## config.mk

```make
export PLATFORM = sky130hd
export DESIGN_NAME = led_matrix_scanner
export DESIGN_NICKNAME = d
export VERILOG_FILES = /design/src/rtl/led_matrix_scanner.sv
export SDC_FILE = /design/constraint.sdc
export NUM_CORES = 1
export LEC_CHECK = 0
export BUFFER_PORTS_ARGS = -buffer_cell sky130_fd_sc_hd__buf_2
export CORE_ASPECT_RATIO = 1.75
export CORE_MARGIN = 3
export CORE_UTILIZATION = 44
export CTS_CLUSTER_SIZE = 16
export DETAILED_ROUTE_END_ITERATION = 8
export PLACE_DENSITY_LB_ADDON = 0.25
export SYNTH_ARGS = -nofsm -noshare
export SYNTH_HDL_FRONTEND = slang
export SYNTH_SLANG_ARGS = --single-unit
```

## constraint.sdc

```tcl
create_clock -name clk -period 2.4 [get_ports clk]
set_input_delay 0.24 -clock clk [delete_from_list [all_inputs] [get_ports clk]]
set_output_delay 0.24 -clock clk [all_outputs]
set_load 0.01 [all_outputs]
```

## src/rtl/led_matrix_scanner.sv

```systemverilog
// LED matrix scanner: serial shift chain, double-buffered frame, column scan.
// Optional row PWM gating: define LED_MATRIX_BRIGHTNESS_PWM_EN.
module led_matrix_scanner #(
  parameter int ROWS         = 8,
  parameter int COLS         = 8,
  parameter int PRESCALE_W   = 8,
  parameter int BLANK_CYCLES = 1
) (
  input  logic                  clk,
  input  logic                  rst_n,
  input  logic                  ena,
  input  logic                  ser_data,
  input  logic                  shift_en,
  input  logic                  strobe,
  input  logic [PRESCALE_W-1:0] prescale,
`ifdef LED_MATRIX_BRIGHTNESS_PWM_EN
  input  logic [PRESCALE_W-1:0] brightness,
`endif
  output logic [ROWS-1:0]       row_out,
  output logic [COLS-1:0]       col_sel,
  output logic                  frame_start,
  output logic                  latch_pending
);

  localparam int N  = ROWS * COLS;
  localparam int CW = (COLS > 1) ? $clog2(COLS) : 1;
  localparam logic [3:0] BL_LAST = 4'(BLANK_CYCLES - 1);

  typedef enum logic [1:0] {IDLE, DISPLAY, BLANK} state_t;

  state_t                state_q, state_n;
  logic [CW-1:0]         col_q, col_n;
  logic [PRESCALE_W-1:0] cnt_q, cnt_n;
  logic [PRESCALE_W-1:0] pre_q, pre_n;
  logic [3:0]            bcnt_q, bcnt_n;
  logic [N-1:0]          chain_q, chain_n;
  logic [N-1:0]          vbuf_q, vbuf_n;
  logic [2:0]            sync_q;
  logic                  pend_n;
  logic                  enter, swap, rise;
  logic [ROWS-1:0]       row_n;
  logic [COLS-1:0]       col_sel_n;
`ifdef LED_MATRIX_BRIGHTNESS_PWM_EN
  logic [PRESCALE_W-1:0] bri_q, bri_n;
`endif

  always_comb begin
    state_n = state_q;
    col_n   = col_q;
    cnt_n   = cnt_q;
    pre_n   = pre_q;
    bcnt_n  = bcnt_q;
    enter   = 1'b0;
    if (!ena) begin
      state_n = IDLE;
      col_n   = '0;
      cnt_n   = '0;
      bcnt_n  = '0;
    end else begin
      unique case (state_q)
        IDLE: begin
          state_n = DISPLAY;
          col_n   = '0;
          cnt_n   = '0;
          enter   = 1'b1;
        end
        DISPLAY: begin
          if (cnt_q == pre_q) begin
            cnt_n = '0;
            if (BLANK_CYCLES == 0) begin
              state_n = DISPLAY;
              enter   = 1'b1;
              col_n   = (col_q == CW'(COLS - 1)) ? '0 : col_q + 1'b1;
            end else begin
              state_n = BLANK;
              bcnt_n  = '0;
            end
          end else begin
            cnt_n = cnt_q + 1'b1;
          end
        end
        BLANK: begin
          if (bcnt_q == BL_LAST) begin
            state_n = DISPLAY;
            enter   = 1'b1;
            cnt_n   = '0;
            col_n   = (col_q == CW'(COLS - 1)) ? '0 : col_q + 1'b1;
          end else begin
            bcnt_n = bcnt_q + 1'b1;
          end
        end
        default: state_n = IDLE;
      endcase
    end
    if (enter) pre_n = prescale;
  end

  // Swap only at the frame boundary (column 0 entry) or while idle
  assign rise    = sync_q[1] & ~sync_q[2];
  assign swap    = latch_pending &
                   ((state_q == IDLE) || (enter && col_n == '0));
  assign pend_n  = swap ? 1'b0 : (latch_pending | rise);
  assign vbuf_n  = swap ? chain_q : vbuf_q;
  assign chain_n = shift_en ? {chain_q[N-2:0], ser_data} : chain_q;

`ifdef LED_MATRIX_BRIGHTNESS_PWM_EN
  assign bri_n = enter ? brightness : bri_q;
`endif

  always_comb begin
    row_n     = '0;
    col_sel_n = '0;
    if (state_n == DISPLAY) begin
      col_sel_n = COLS'(1) << col_n;
      for (int c = 0; c < COLS; c++)
        if (col_n == CW'(c)) row_n = vbuf_n[c*ROWS +: ROWS];
`ifdef LED_MATRIX_BRIGHTNESS_PWM_EN
      if (cnt_n >= bri_n) row_n = '0;
`endif
    end
  end

  always_ff @(posedge clk) begin
    if (!rst_n) begin
      state_q       <= IDLE;
      col_q         <= '0;
      cnt_q         <= '0;
      pre_q         <= '0;
      bcnt_q        <= '0;
      chain_q       <= '0;
      vbuf_q        <= '0;
      sync_q        <= '0;
      latch_pending <= 1'b0;
      row_out       <= '0;
      col_sel       <= '0;
      frame_start   <= 1'b0;
`ifdef LED_MATRIX_BRIGHTNESS_PWM_EN
      bri_q         <= '0;
`endif
    end else begin
      state_q       <= state_n;
      col_q         <= col_n;
      cnt_q         <= cnt_n;
      pre_q         <= pre_n;
      bcnt_q        <= bcnt_n;
      chain_q       <= chain_n;
      vbuf_q        <= vbuf_n;
      sync_q        <= {sync_q[1:0], strobe};
      latch_pending <= pend_n;
      row_out       <= row_n;
      col_sel       <= col_sel_n;
      frame_start   <= enter && (col_n == '0);
`ifdef LED_MATRIX_BRIGHTNESS_PWM_EN
      bri_q         <= bri_n;
`endif
    end
  end

endmodule

```

==> results of run 1 <==
power by group through the flow:
| stage | Sequential, W | Combinational, W | Clock, W |
|---|---|---|---|
| detailed placement | 0.00298 | 0.000298 | 0 |
| global route | 0.00292 | 0.000403 | 0.00285 |
| CTS | 0.00292 | 0.000341 | 0.00273 |
| floorplan | 0.00298 | 0.000231 | 0 |
| finish | 0.00292 | 0.000381 | 0.00269 |
| global placement | 0.00298 | 0.000294 | 0 |
cells in the mapped netlist (all sizes together):
library cell,n
clkbuf,28
dfxtp,174
or3,2
mux2i,138
and4,1
o21bai,1
or2,2
and3b,1
buf,14
o21a,1
o21ai,20
nor2,34
a211oi,8
and3,2
a22oi,2
a21o,1
a32o,1
nor3,20
nand4,7
o211a,1
nand3,6
inv,3
xnor2,10
xor2,6
nor2b,138
a22o,1
nand2,10
nor3b,2
nor4b,1
a221oi,8
o22ai,16
a21oi,5
or3b,1
nand2b,3
and2,4
ha,5
nand3b,1
worst max-delay path, cell delays in order (launching register included):
cell      delay [ps]
dfxtp_2          330
inv_2             70
ha_4             130
or3b_4           410
a32o_2           320
nor3_4           150
a21oi_4           90
buf_12           160
buf_6            170
mux2i_2          180
a211oi_2         220
o21ai_2          130
a221oi_2         260
repair_timing:
item	4_1_cts	5_1_grt
gates cloned	1	2
endpoints found under the hold margin	0	0
resized for setup	78	52
endpoints found under the setup margin	24	39
hold buffers	0	0
pin swaps	12	6
setup buffers	7	7
flip-flops by register name (all words and copies together), names as in the netlist:
register / flops
chain_q: 64
vbuf_q: 64
cnt_q: 8
col_sel: 8
pre_q: 8
row_out: 8
bcnt_q: 4
col_q: 3
sync_q: 3
state_q: 2
frame_start: 1
latch_pending: 1
layout by cell type (no fill, tap or decap), types with 3 or more instances in the layout:
| cell | instances |
|---|---|
| xor2_1 | 6 |
| mux2i_2 | 19 |
| nand3_1 | 6 |
| a211oi_2 | 8 |
| and2_1 | 4 |
| nor3_1 | 12 |
| nand2_1 | 8 |
| o21ai_0 | 5 |
| nor3_2 | 5 |
| nand4_1 | 7 |
| buf_2 | 30 |
| clkinvlp_4 | 4 |
| o21ai_1 | 9 |
| nor3_4 | 3 |
| clkbuf_16 | 19 |
| o21ai_2 | 6 |
| a221oi_2 | 6 |
| inv_6 | 6 |
| buf_12 | 8 |
| mux2i_1 | 101 |
| o22ai_2 | 12 |
| nor2b_1 | 137 |
| xnor2_1 | 10 |
| ha_1 | 4 |
| buf_6 | 6 |
| nor2_1 | 34 |
| dfxtp_1 | 173 |
| buf_4 | 65 |
| mux2i_4 | 18 |
through the flow:
stage / util (%) / area (µm²) / power (W)
finish: 59.2 / 9250 / 0.00599
global route: 59.2 / 9250 / 0.00617
global placement: 50.2 / 7840 / 0.00328
detailed placement: 50.2 / 7840 / 0.00328
floorplan: - / 7140 / 0.00321
CTS: 56.9 / 8880 / 0.00598
layout make-up:
class                   count  area [µm²]  area share, %
well taps                 186         233           2.52
clock inverters            13         126           1.37
multi-input cells         459        3990           43.2
clock buffers              19         443           4.79
repair buffers            113         958           10.4
flip-flops and latches    174        3480           37.7
inverters                   3        11.3          0.122
kinds of logic (layout without fill, tap and decap cells):
kind of cell	after synthesis	count (layout)	share of synthesized area (%)
flops	174	174	48.9
buf+inv	45	148	3.11
xor+xnor	16	16	1.97
fa+ha+maj	5	5	0.878
simple gates	235	235	19.2
mux	138	138	19.4
compound gates	65	65	6.55
how the worst min path moves through the flow:
stage / end / slack [ps] / cells after the start
finish: sync_q[0] / 30 / 2
global route: sync_q[0] / 30 / 2
CTS: sync_q[0] / 20 / 2
detailed placement: sync_q[1] / 420 / 1
global placement: sync_q[1] / 420 / 1
floorplan: sync_q[0] / 370 / 1
layer usage:
metal | GRT usage [%] | vias up | wire length [µm]
li1 | - | 2519 | -
met2 | 34.7 | 92 | 9240
met5 | 0 | - | 0
met1 | 21.3 | 2437 | 6800
met4 | 10.2 | 0 | 824
met3 | 3.65 | 46 | 399
==> results.md, run 1 <==
- Status: finished with violations
- Failing checks: setup timing
- Yosys reg bits: 174
- Post-route ant nets: 0
- Pre-CTS setup slack: -414 ps
- Initial antenna violation count: 0
- CP endpoint: row_out[4]
- Synth Cell Area: 0.00713 mm²
- Final setup fails: 9
- Crit Path Class: reg -> reg
- GPL Wtd Cong: 0.935
- Synth warnings: 0
- CTS tree: built
- Initial Util: 45.6%
- WP data arrival: 3050 ps
- Fill count: 1284
- Hold Crit Start: strobe
- Die Y-Extent: 174 µm
- Combinational share of power: 6.4%
- Max_slew headroom: 62.1%
- Clock transition at path regs: 70 ps
- Min Clock Period, post-route: 2710 ps
- Mapped Cells: 678
- Top-level port count: 32
- Sequential power share: 48.7%
- Fin. Hold Viols: 0
- Reg2reg end: row_out[4]
- Clock Latency Late Sink: 420 ps
- Final hold slack: 28.9 ps
- Int Pwr: 0.00458 W
- Area share of the largest cell type after synthesis: between 40% and 50%
- DIE WIDTH: about 100 µm
- Power per cell area: 647 mW/mm²
- Layout area overhead: 29.8%
- HP Class: in -> reg
- Leakage power: 3.64 nW
- Die Area: about 0.018 mm²
- First-pass GRT wire length: 26900 µm
- Clock buffer depth: 2
- Setup skew after layout: 10.8 ps
- Switching Power: 0.00141 W
- GRT Util Overall: 19.5%
- Final TNS setup: -2080 ps
- Vias per inst: 5.27
- Starting DRT DRC Count: 222
- R2R cell count: 12
- RSZ-0062 raised after global routing: yes
- Setup crit end kind: register
- Row count: 60
- WL per Instance: 17.9 µm
- VDD IR-drop max: ~0.42 mV
- Final nets: 787
- Hpwl dp: 11200 µm
- Inst Count DP: 918
- Core area: 0.0156 mm²
- # port buffers: 31
- Critical Path Source: bcnt_q[0]
- FMAX: 369 MHz
- Sw Ratio: 23.5%
- Drc violations: 0
- Mapped Nets: 697
- Fin cells: 967
- Slew Viols, Final: 0
- Worst Path Required: 2730 ps
- R2R Path Start: bcnt_q[0]
- Critical Path Start Type: register
- Worst R2R Setup Slack: -310 ps
- Vias in the first global route: around 5200
- Largest net degree at the start of global routing: 143
- Biggest area consumer among synthesized cells: dfxtp_1
- Period utilisation layout: 113%
- Mean Syn Cell Area: between 10 and 15 µm²
- Vias: 5094
- Least-Margin Pin Slew: 569 ps
- Clk sinks: 174
- Ranking of synthesized cells by area: dfxtp_1, mux2i_1, nor2b_1, nor2_1, clkbuf_1
- Clk root buf: clkbuf_16
- Drt total wl: 17300 µm
- CP max FO: 11
- DR pass1 iterations: 4
- Share of post-route cells with drive strength above 1: 31.0%
- Count of cell types in the netlist: around 50
- CTS buffer count: 17
- Congestion Overflow GR: 0
- Max-Cap Viols: 0
- Clock share of power: 44.9%
- H-tree depth: 4
- Diodes inserted: 0
- Register area share after synthesis: between 40 and 50%
- Setup WS post-layout: -312 ps
Power figures use the tool's default switching activity.
==> run 2, diff against run 1 <==
Settings changed: ABC_AREA set to 1.
==> run 2 against run 1 <==
  * The flow now finishes without violations
  * Final area shrank 5.6%
  * Worst hold slack gained 3.7 ps
  * Sequential share of layout area grew 2.3 points
  * Via count grew 23%
  * Worst setup slack gained 410 ps
  * Synthesized area grew 0.44%
  * Power grew 11%
  * Utilization shrank 4.5 points
  * Largest power group unchanged
  * Sequential power grew 7%
==> results.md, run 2 <==
- Status: finished, final reports clean (was finished with violations)
- HP Class: in -> reg (unchanged)
- Asr flop ratio synth: 0% (unchanged)
- RSZ-0062 raised after global routing: yes (unchanged)
- CTS buffer count: 17 (unchanged)
- Post-route ant nets: 0 (unchanged)
- GRT Util Overall: 20.2% (was 19.5%)
- Clock share of power: 43.9% (was 44.9%)
- Setup crit end kind: register (unchanged)
- Slew Viols, Final: 0 (unchanged)
- Final TNS setup: 0 ps (was -2080 ps)
- Die Y-Extent: 175 µm (was 174 µm)
- Critical Path Most Common Cell: nand3_1
- Worst Path Required: 2720 ps (was 2730 ps)
- Initial antenna violation count: 0 (unchanged)
- CP max FO: 6 (was 11)
- Share of post-route cells with drive strength above 1: 16.5% (was 31.0%)
- Critical Path Source: col_q[0] (was bcnt_q[0])
- Yosys reg bits: 174 (unchanged)
- Setup skew after layout: 10.6 ps (was 10.8 ps)
- DIE WIDTH: 102 µm (about the same)
- Congestion Overflow GR: 0 (unchanged)
- Starting DRT DRC Count: 260 (was 222)
- Worst path slowest cell: dfxtp_2 (was or3b_4)
- Worst R2R Setup Slack: 90 ps (was -310 ps)
- Vias in the first global route: 6056 (was 5241)
- Mean Syn Cell Area: 7.12 µm² (was 10.5 µm²)
- Max-Cap Viols: 0 (unchanged)
- Combinational share of power: 9.5% (was 6.4%)
- Clock buffer depth: 2 (unchanged)
- Sw Ratio: 25.7% (was 23.5%)
- Switching Power: 0.00171 W (was 0.00141 W)
- Drt total wl: 17500 µm (was 17300 µm)
- Biggest area consumer among synthesized cells: dfxtp_1 (unchanged)
- Sequential power share: 46.6% (was 48.7%)
- Top-level port count: 32 (unchanged)
- Commonest non-fill, non-tap cell in the layout: dfxtp_1 (unchanged)
- Leakage power: 4.03 nW (was 3.64 nW)
- First-pass GRT wire length: 28900 µm (was 26900 µm)
- Synth Cell Area: 0.00716 mm² (was 0.00713 mm²)
- Die Area: 0.0179 mm² (was 0.0178 mm²)
- Clock Latency Late Sink: 430 ps (was 420 ps)
- Diodes inserted: 0 (unchanged)
- Mapped Nets: 1024 (was 697)
- FMAX: 434 MHz (was 369 MHz)
- Clk root buf: clkbuf_16 (unchanged)
- Initial Util: 44.9% (was 45.6%)
- GPL Wtd Cong: 0.813 (was 0.935)
- Power per cell area: 763 mW/mm² (was 647 mW/mm²)
- Final core utilization: 54.7% (was 59.2%)
- Footprint of the multi-input gates: 0.00319 mm² (was 0.00399 mm²)
- Worst path max stage delay: 320 ps (was 410 ps)
- Fill count: 1538 (was 1284)
- WP data arrival: 2630 ps (was 3050 ps)
- Register area share after synthesis: 48.7% (was 48.9%)
- Clk sinks: 174 (unchanged)
- Hold Crit Start: prescale[7] (was strobe)
- Largest net degree at the start of global routing: 76 (was 143)
- R2R cell count: 16 (was 12)
- VDD IR-drop max: 0.480 mV (was 0.421 mV)
- # port buffers: 31 (unchanged)
- Min Clock Period, post-route: 2310 ps (was 2710 ps)
- Critical Path Start Type: register (unchanged)
- Row count: 61 (was 60)
- Hpwl dp: 11500 µm (was 11200 µm)
- Count of cell types in the netlist: 31 (was 49)
- Final setup fails: 0 (was 9)
- WL per Instance: 13.9 µm (was 17.9 µm)
- Max_slew headroom: 54.3% (was 62.1%)
- Drc violations: 0 (unchanged)
- Crit Path Class: reg -> reg (unchanged)
- Vias: 6290 (was 5094)
- Top_reg_cell synth: dfxtp_1 (unchanged)
- Fin. Hold Viols: 0 (unchanged)
- Core area: 0.0160 mm² (was 0.0156 mm²)
- Most frequent cells in the layout: dfxtp_1, nand2_1, nor2_1 (was dfxtp_1, nor2b_1, mux2i_1)
- DR pass1 iterations: 4 (unchanged)
- Vias per inst: 4.99 (was 5.27)
- Ranking of synthesized cells by area: dfxtp_1, nor2_1, nand2_1, o21ai_0, inv_1 (was dfxtp_1, mux2i_1, nor2b_1, nor2_1, clkbuf_1)
- Regs by FF count: chain_q: 64 flops, vbuf_q: 64 flops (unchanged)
- Area share of the largest cell type after synthesis: 48.7% (was 48.9%)
- Register Area: 0.00349 mm² (was 0.00348 mm²)
- Hold path depth: 3 (was 2)
- Final nets: 1077 (was 787)
- Hold Path Sink: pre_q[7] (was sync_q[0])
- Cells along the critical path: ha_2, ha_4, nand3_1, nand2_1, nand2_2, nand4_4, nand2_8, buf_12, buf_4, nand3_1, nand3_1, nand3_2, nor2_4, nand4_1, nand2_1, inv_1 (was inv_2, ha_4, or3b_4, a32o_2, nor3_4, a21oi_4, buf_12, buf_6, mux2i_2, a211oi_2, o21ai_2, a221oi_2)
- Reg2reg end: row_out[6] (was row_out[4])
- Layout area overhead: 21.9% (was 29.8%)
- R2R Path Start: col_q[0] (was bcnt_q[0])
- Least-Margin Pin Slew: 686 ps (was 569 ps)
- Count leader, synth: nor2_1 (was dfxtp_1)
- Post-synth top cells: nor2_1, dfxtp_1, nand2_1 (was dfxtp_1, mux2i_1, nor2b_1)
- H-tree depth: 4 (unchanged)
- Int Pwr: 0.00495 W (was 0.00458 W)
- Period utilisation layout: 96.1% (was 113%)
- Post-synth EDFFs: 0 (unchanged)
- Clock transition at path regs: 70 ps (about the same)
- Synth warnings: 0 (unchanged)
- CTS tree: built (unchanged)
- Mapped Cells: 1005 (was 678)
==> run 2: cell families (layout without fill, tap and decap cells) <==
logic type	Yosys count	in the layout	share of synthesized area, %
compound gates	157	157	11.0
xor+xnor	9	9	1.10
fa+ha+maj	5	5	0.874
buf+inv	185	250	10.2
flops	174	174	48.7
simple gates	475	476	28.1
==> run 2: cell type report <==
type | count | share of cell area (%)
Sequential cell | 174 | 40.0
Multi-Input combinational cell | 647 | 36.6
Clock buffer | 17 | 4.88
Clock inverter | 15 | 2.31
Tap cell | 189 | 2.71
Inverter | 140 | 6.12
Timing Repair Buffer | 78 | 7.41
==> run 2: how the worst max path moves through the flow <==
stage | end | slack [ps] | depth (start not counted)
6_report | row_out[6] | 90 | 16
5_1_grt | row_out[6] | -40 | 18
4_1_cts | row_out[5] | 8 | 16
3_5_place_dp | row_out[5] | -90 | 15
3_3_place_gp | row_out[5] | -60 | 15
2_1_floorplan | row_out[0] | 270 | 16
==> run 2: worst max-delay path, delay by kind of cell, from the launching register on <==
kind,cells,cell delay (ps)
adder cells (fa/ha/maj),2,420
buffers and inverters,3,300
AND/OR/NAND/NOR,11,1160
flip-flops,1,320
==> run 2: power by group through the flow <==
stage	clock network, W	registers [W]	logic, W
finish	0.00293	0.00311	0.000631
global route	0.00310	0.00312	0.000721
CTS	0.00297	0.00310	0.000591
detailed placement	0	0.00317	0.000560
global placement	0	0.00317	0.000551
floorplan	0	0.00315	0.000406
==> run 2: per-stage QoR <==
| step | setup WS (ps) | cells | hold WS, ps | power (W) | area [µm²] |
|---|---|---|---|---|---|
| finish | 94.1 | 1260 | 32.6 | 0.00666 | 8720 |
| global route | -41.5 | 1260 | 40.2 | 0.00694 | 8720 |
| CTS | 7.79 | 1257 | 24.1 | 0.00666 | 8450 |
| detailed placement | -93.6 | 1215 | 406 | 0.00373 | 7670 |
| global placement | -62.7 | 1215 | 396 | 0.00372 | 7670 |
| floorplan | 270 | 1005 | 338 | 0.00356 | 7160 |
==> run 2: what timing repair did <==
| item | 4_1_cts | 5_1_grt |
|---|---|---|
| gates cloned | 2 | 2 |
| endpoints found under the setup margin | 6 | 10 |
| endpoints found under the hold margin | 1 | 0 |
| gates resized for setup | 20 | 59 |
| pin swaps | 11 | 26 |
| hold buffers | 1 | 0 |
| setup buffers | 7 | 1 |
==> run 2: metal layers <==
layer | track usage (%) | vias to the layer above | part of all wire [%]
li1 | - | 3254 | -
met1 | 22.6 | 2916 | 40
met2 | 37.2 | 83 | 54
met3 | 3.00 | 37 | 2.2
met4 | 8.05 | 0 | 3.0
met5 | 0 | - | 0
==> run 3, diff against run 2 <==
Settings changed: RECOVER_POWER set to 50.
Clock period 2.4 ns to 2.41 ns, I/O delays scaled along.
==> run 3 against run 2 <==
  * Clock power is 2% higher
  * Register-to-register slack got worse by 70 ps
  * Clock skew rose by 1.8 ps
  * Routed wire length is 2.5% higher
  * Worst setup slack worse by 66 ps
  * Non-clock buffer count increased by 4
  * Sequential cell count did not move
  * Maximum frequency fell by 3.2%
  * Power rose by 1.2%
  * Critical path depth unchanged
  * Clock-buffer cell count increased by 1
  * Sequential power about the same
==> results.md, run 3 (synthesized netlist as in run 2, its figures left out) <==
- Die Area: 0.0179 mm² (unchanged)
- Fin cells: 1264 (was 1260)
- Starting DRT DRC Count: 238 (was 260)
- Most frequent cells in the layout: dfxtp_1, nor2_1, nand2_1 (was dfxtp_1, nand2_1, nor2_1)
- Worst path max stage delay: 350 ps (was 320 ps)
- First-pass GRT wire length: 28700 µm (was 28900 µm)
- Clk sinks: 174 (unchanged)
- Leakage power: 3.97 nW (was 4.03 nW)
- DR pass1 iterations: 4 (unchanged)
- WP data arrival: 2700 ps (was 2630 ps)
- GRT Util Overall: 20.1% (was 20.2%)
- Slew Viols, Final: 0 (unchanged)
- CTS tree: built (unchanged)
- Worst path slowest cell: dfxtp_2 (unchanged)
- Regs by FF count: chain_q: 64 flops, vbuf_q: 64 flops (unchanged)
- Vias: 6313 (was 6290)
- Crit Path Class: reg -> reg (unchanged)
- Setup skew after layout: 12.5 ps (was 10.6 ps)
- Final nets: 1081 (was 1077)
- Hpwl dp: 11400 µm (was 11500 µm)
- Congestion Overflow GR: 0 (unchanged)
- Commonest non-fill, non-tap cell in the layout: dfxtp_1 (unchanged)
- Top-level port count: 32 (unchanged)
- VDD IR-drop max: 0.451 mV (was 0.480 mV)
- Max_slew headroom: 11.8% (was 54.3%)
- Critical Path Most Common Cell: nand3_1 (unchanged)
- GPL Wtd Cong: 0.806 (was 0.813)
- Max-Cap Viols: 0 (unchanged)
- # port buffers: 31 (unchanged)
- Vias in the first global route: 6027 (was 6056)
- Power per cell area: 768 mW/mm² (was 763 mW/mm²)
- Critical Path Start Type: register (unchanged)
- Fin. Hold Viols: 0 (unchanged)
- WL per Instance: 14.2 µm (was 13.9 µm)
- Min Clock Period, post-route: 2380 ps (was 2310 ps)
- Initial Util: 44.9% (unchanged)
- Diodes inserted: 0 (unchanged)
- Vias per inst: 4.99 (about the same)
- Post-route ant nets: 0 (unchanged)
- CTS buffer count: 17 (unchanged)
- Initial antenna violation count: 0 (unchanged)
- Setup crit end kind: register (unchanged)
- Clock transition at path regs: 70 ps (about the same)
- Drt total wl: 18000 µm (was 17500 µm)
- Fill count: 1546 (was 1538)
- Cells along the critical path: ha_4, ha_2, nand3_1, nand2_1, nand2_2, nand4_4, nand2_8, buf_12, buf_8, nand3_2, nand3_1, nand3_1, nor2_2, nand4_1, nand2_1, inv_1 (was ha_2, ha_4, nand3_1, nand2_1, nand2_2, nand4_4, nand2_8, buf_12, buf_4, nand3_1, nand3_1, nand3_2, nor2_4, nand4_1, nand2_1, inv_1)
- HP Class: in -> reg (unchanged)
- Layout area overhead: 22.7% (was 21.9%)
- H-tree depth: 4 (unchanged)
- Period utilisation layout: 98.9% (was 96.1%)
- Share of post-route cells with drive strength above 1: 15.3% (was 16.5%)
- Least-Margin Pin Slew: 1320 ps (was 686 ps)
- Die Y-Extent: 175 µm (unchanged)
- Clock buffer depth: 2 (unchanged)
- Final setup fails: 0 (unchanged)
- Status: finished, final reports clean (unchanged)
- Drc violations: 0 (unchanged)
- DIE WIDTH: 102 µm (unchanged)
- Core area: 0.0160 mm² (unchanged)
- CP max FO: 6 (unchanged)
- Clk root buf: clkbuf_16 (unchanged)
- FMAX: 420 MHz (was 434 MHz)
- Worst Path Required: 2730 ps (was 2720 ps)
- Final TNS setup: 0 ps (unchanged)
- Largest net degree at the start of global routing: 96 (was 76)
- Inst Count DP: 1215 (unchanged)
- Row count: 61 (unchanged)
- Clock Latency Late Sink: 430 ps (about the same)
- Worst R2R Setup Slack: 30 ps (was 90 ps)
[run 3: cell types whose count changed in the layout (fill, tap and decap cells not counted), sizes merged]
cell,change
clkbuf,+22
buf,-17
clkinvlp,+4
inv,-4
clkinv,-2
bufinv,+1
[run 3: what timing repair did]
action,4_1_cts,5_1_grt
resized for setup,7,88
cloned,0,5
buffers inserted,0,11
pin swaps,1,27
endpoints found under the hold margin,1,0
setup endpoints to repair,6,14
hold buffers,1,0
[run 3: worst paths after layout]
kind | startpoint | cells after the start | end
max | col_q[1] | 16 | row_out[6]
min | prescale[2] | 3 | pre_q[2]
max reg2reg | col_q[1] | 16 | row_out[6]
min reg2reg | sync_q[0] | 2 | sync_q[1]
[run 3: where the power goes]
group	total [W]	switching [W]	internal [W]
clock network	0.00300	0.00122	0.00178
logic	0.000643	0.000397	0.000246
registers	0.00310	0.0000747	0.00302
total	0.00674	0.00169	0.00505
[run 3: cell type report]
| type | instances | area [µm²] | share of cell area (%) |
|---|---|---|---|
| clock buffer | 18 | 439 | 5.00 |
| clock inverter | 14 | 203 | 2.31 |
| inverter | 140 | 542 | 6.17 |
| multi-input combinational | 647 | 3170 | 36.1 |
| sequential | 174 | 3490 | 39.7 |
| tap | 189 | 236 | 2.69 |
| timing repair buffer | 82 | 703 | 8.00 |
[run 3: per-layer routing]
layer | vias to the layer above | share of wire (%) | GRT usage, %
met5 | - | 0 | 0
met4 | 0 | 2.5 | 8.21
met3 | 31 | 2.8 | 4.19
met2 | 107 | 55 | 35.6
met1 | 2913 | 40 | 22.8
li1 | 3262 | - | -
[run 3: worst max-delay path: cells and delay by family (launching register included)]
| kind | cells | cell delay, ps |
|---|---|---|
| AND/OR/NAND/NOR | 11 | 1220 |
| adder cells (fa/ha/maj) | 2 | 390 |
| buffers and inverters | 3 | 300 |
| flip-flops | 1 | 350 |
[run 3: per-stage QoR]
stage	cell area, µm²	setup WS [ps]	power [W]	utilization [%]	hold WS (ps)
6_report	8780	27.7	0.00674	55.1	36.6
3_5_place_dp	7670	-52.3	0.00371	48.1	405
4_1_cts	8340	8.70	0.00669	52.3	28.2
3_3_place_gp	7670	-12.9	0.00370	48.1	406
5_1_grt	8780	-58.1	0.00702	55.1	48.1
2_1_floorplan	7160	280	0.00354	-	339
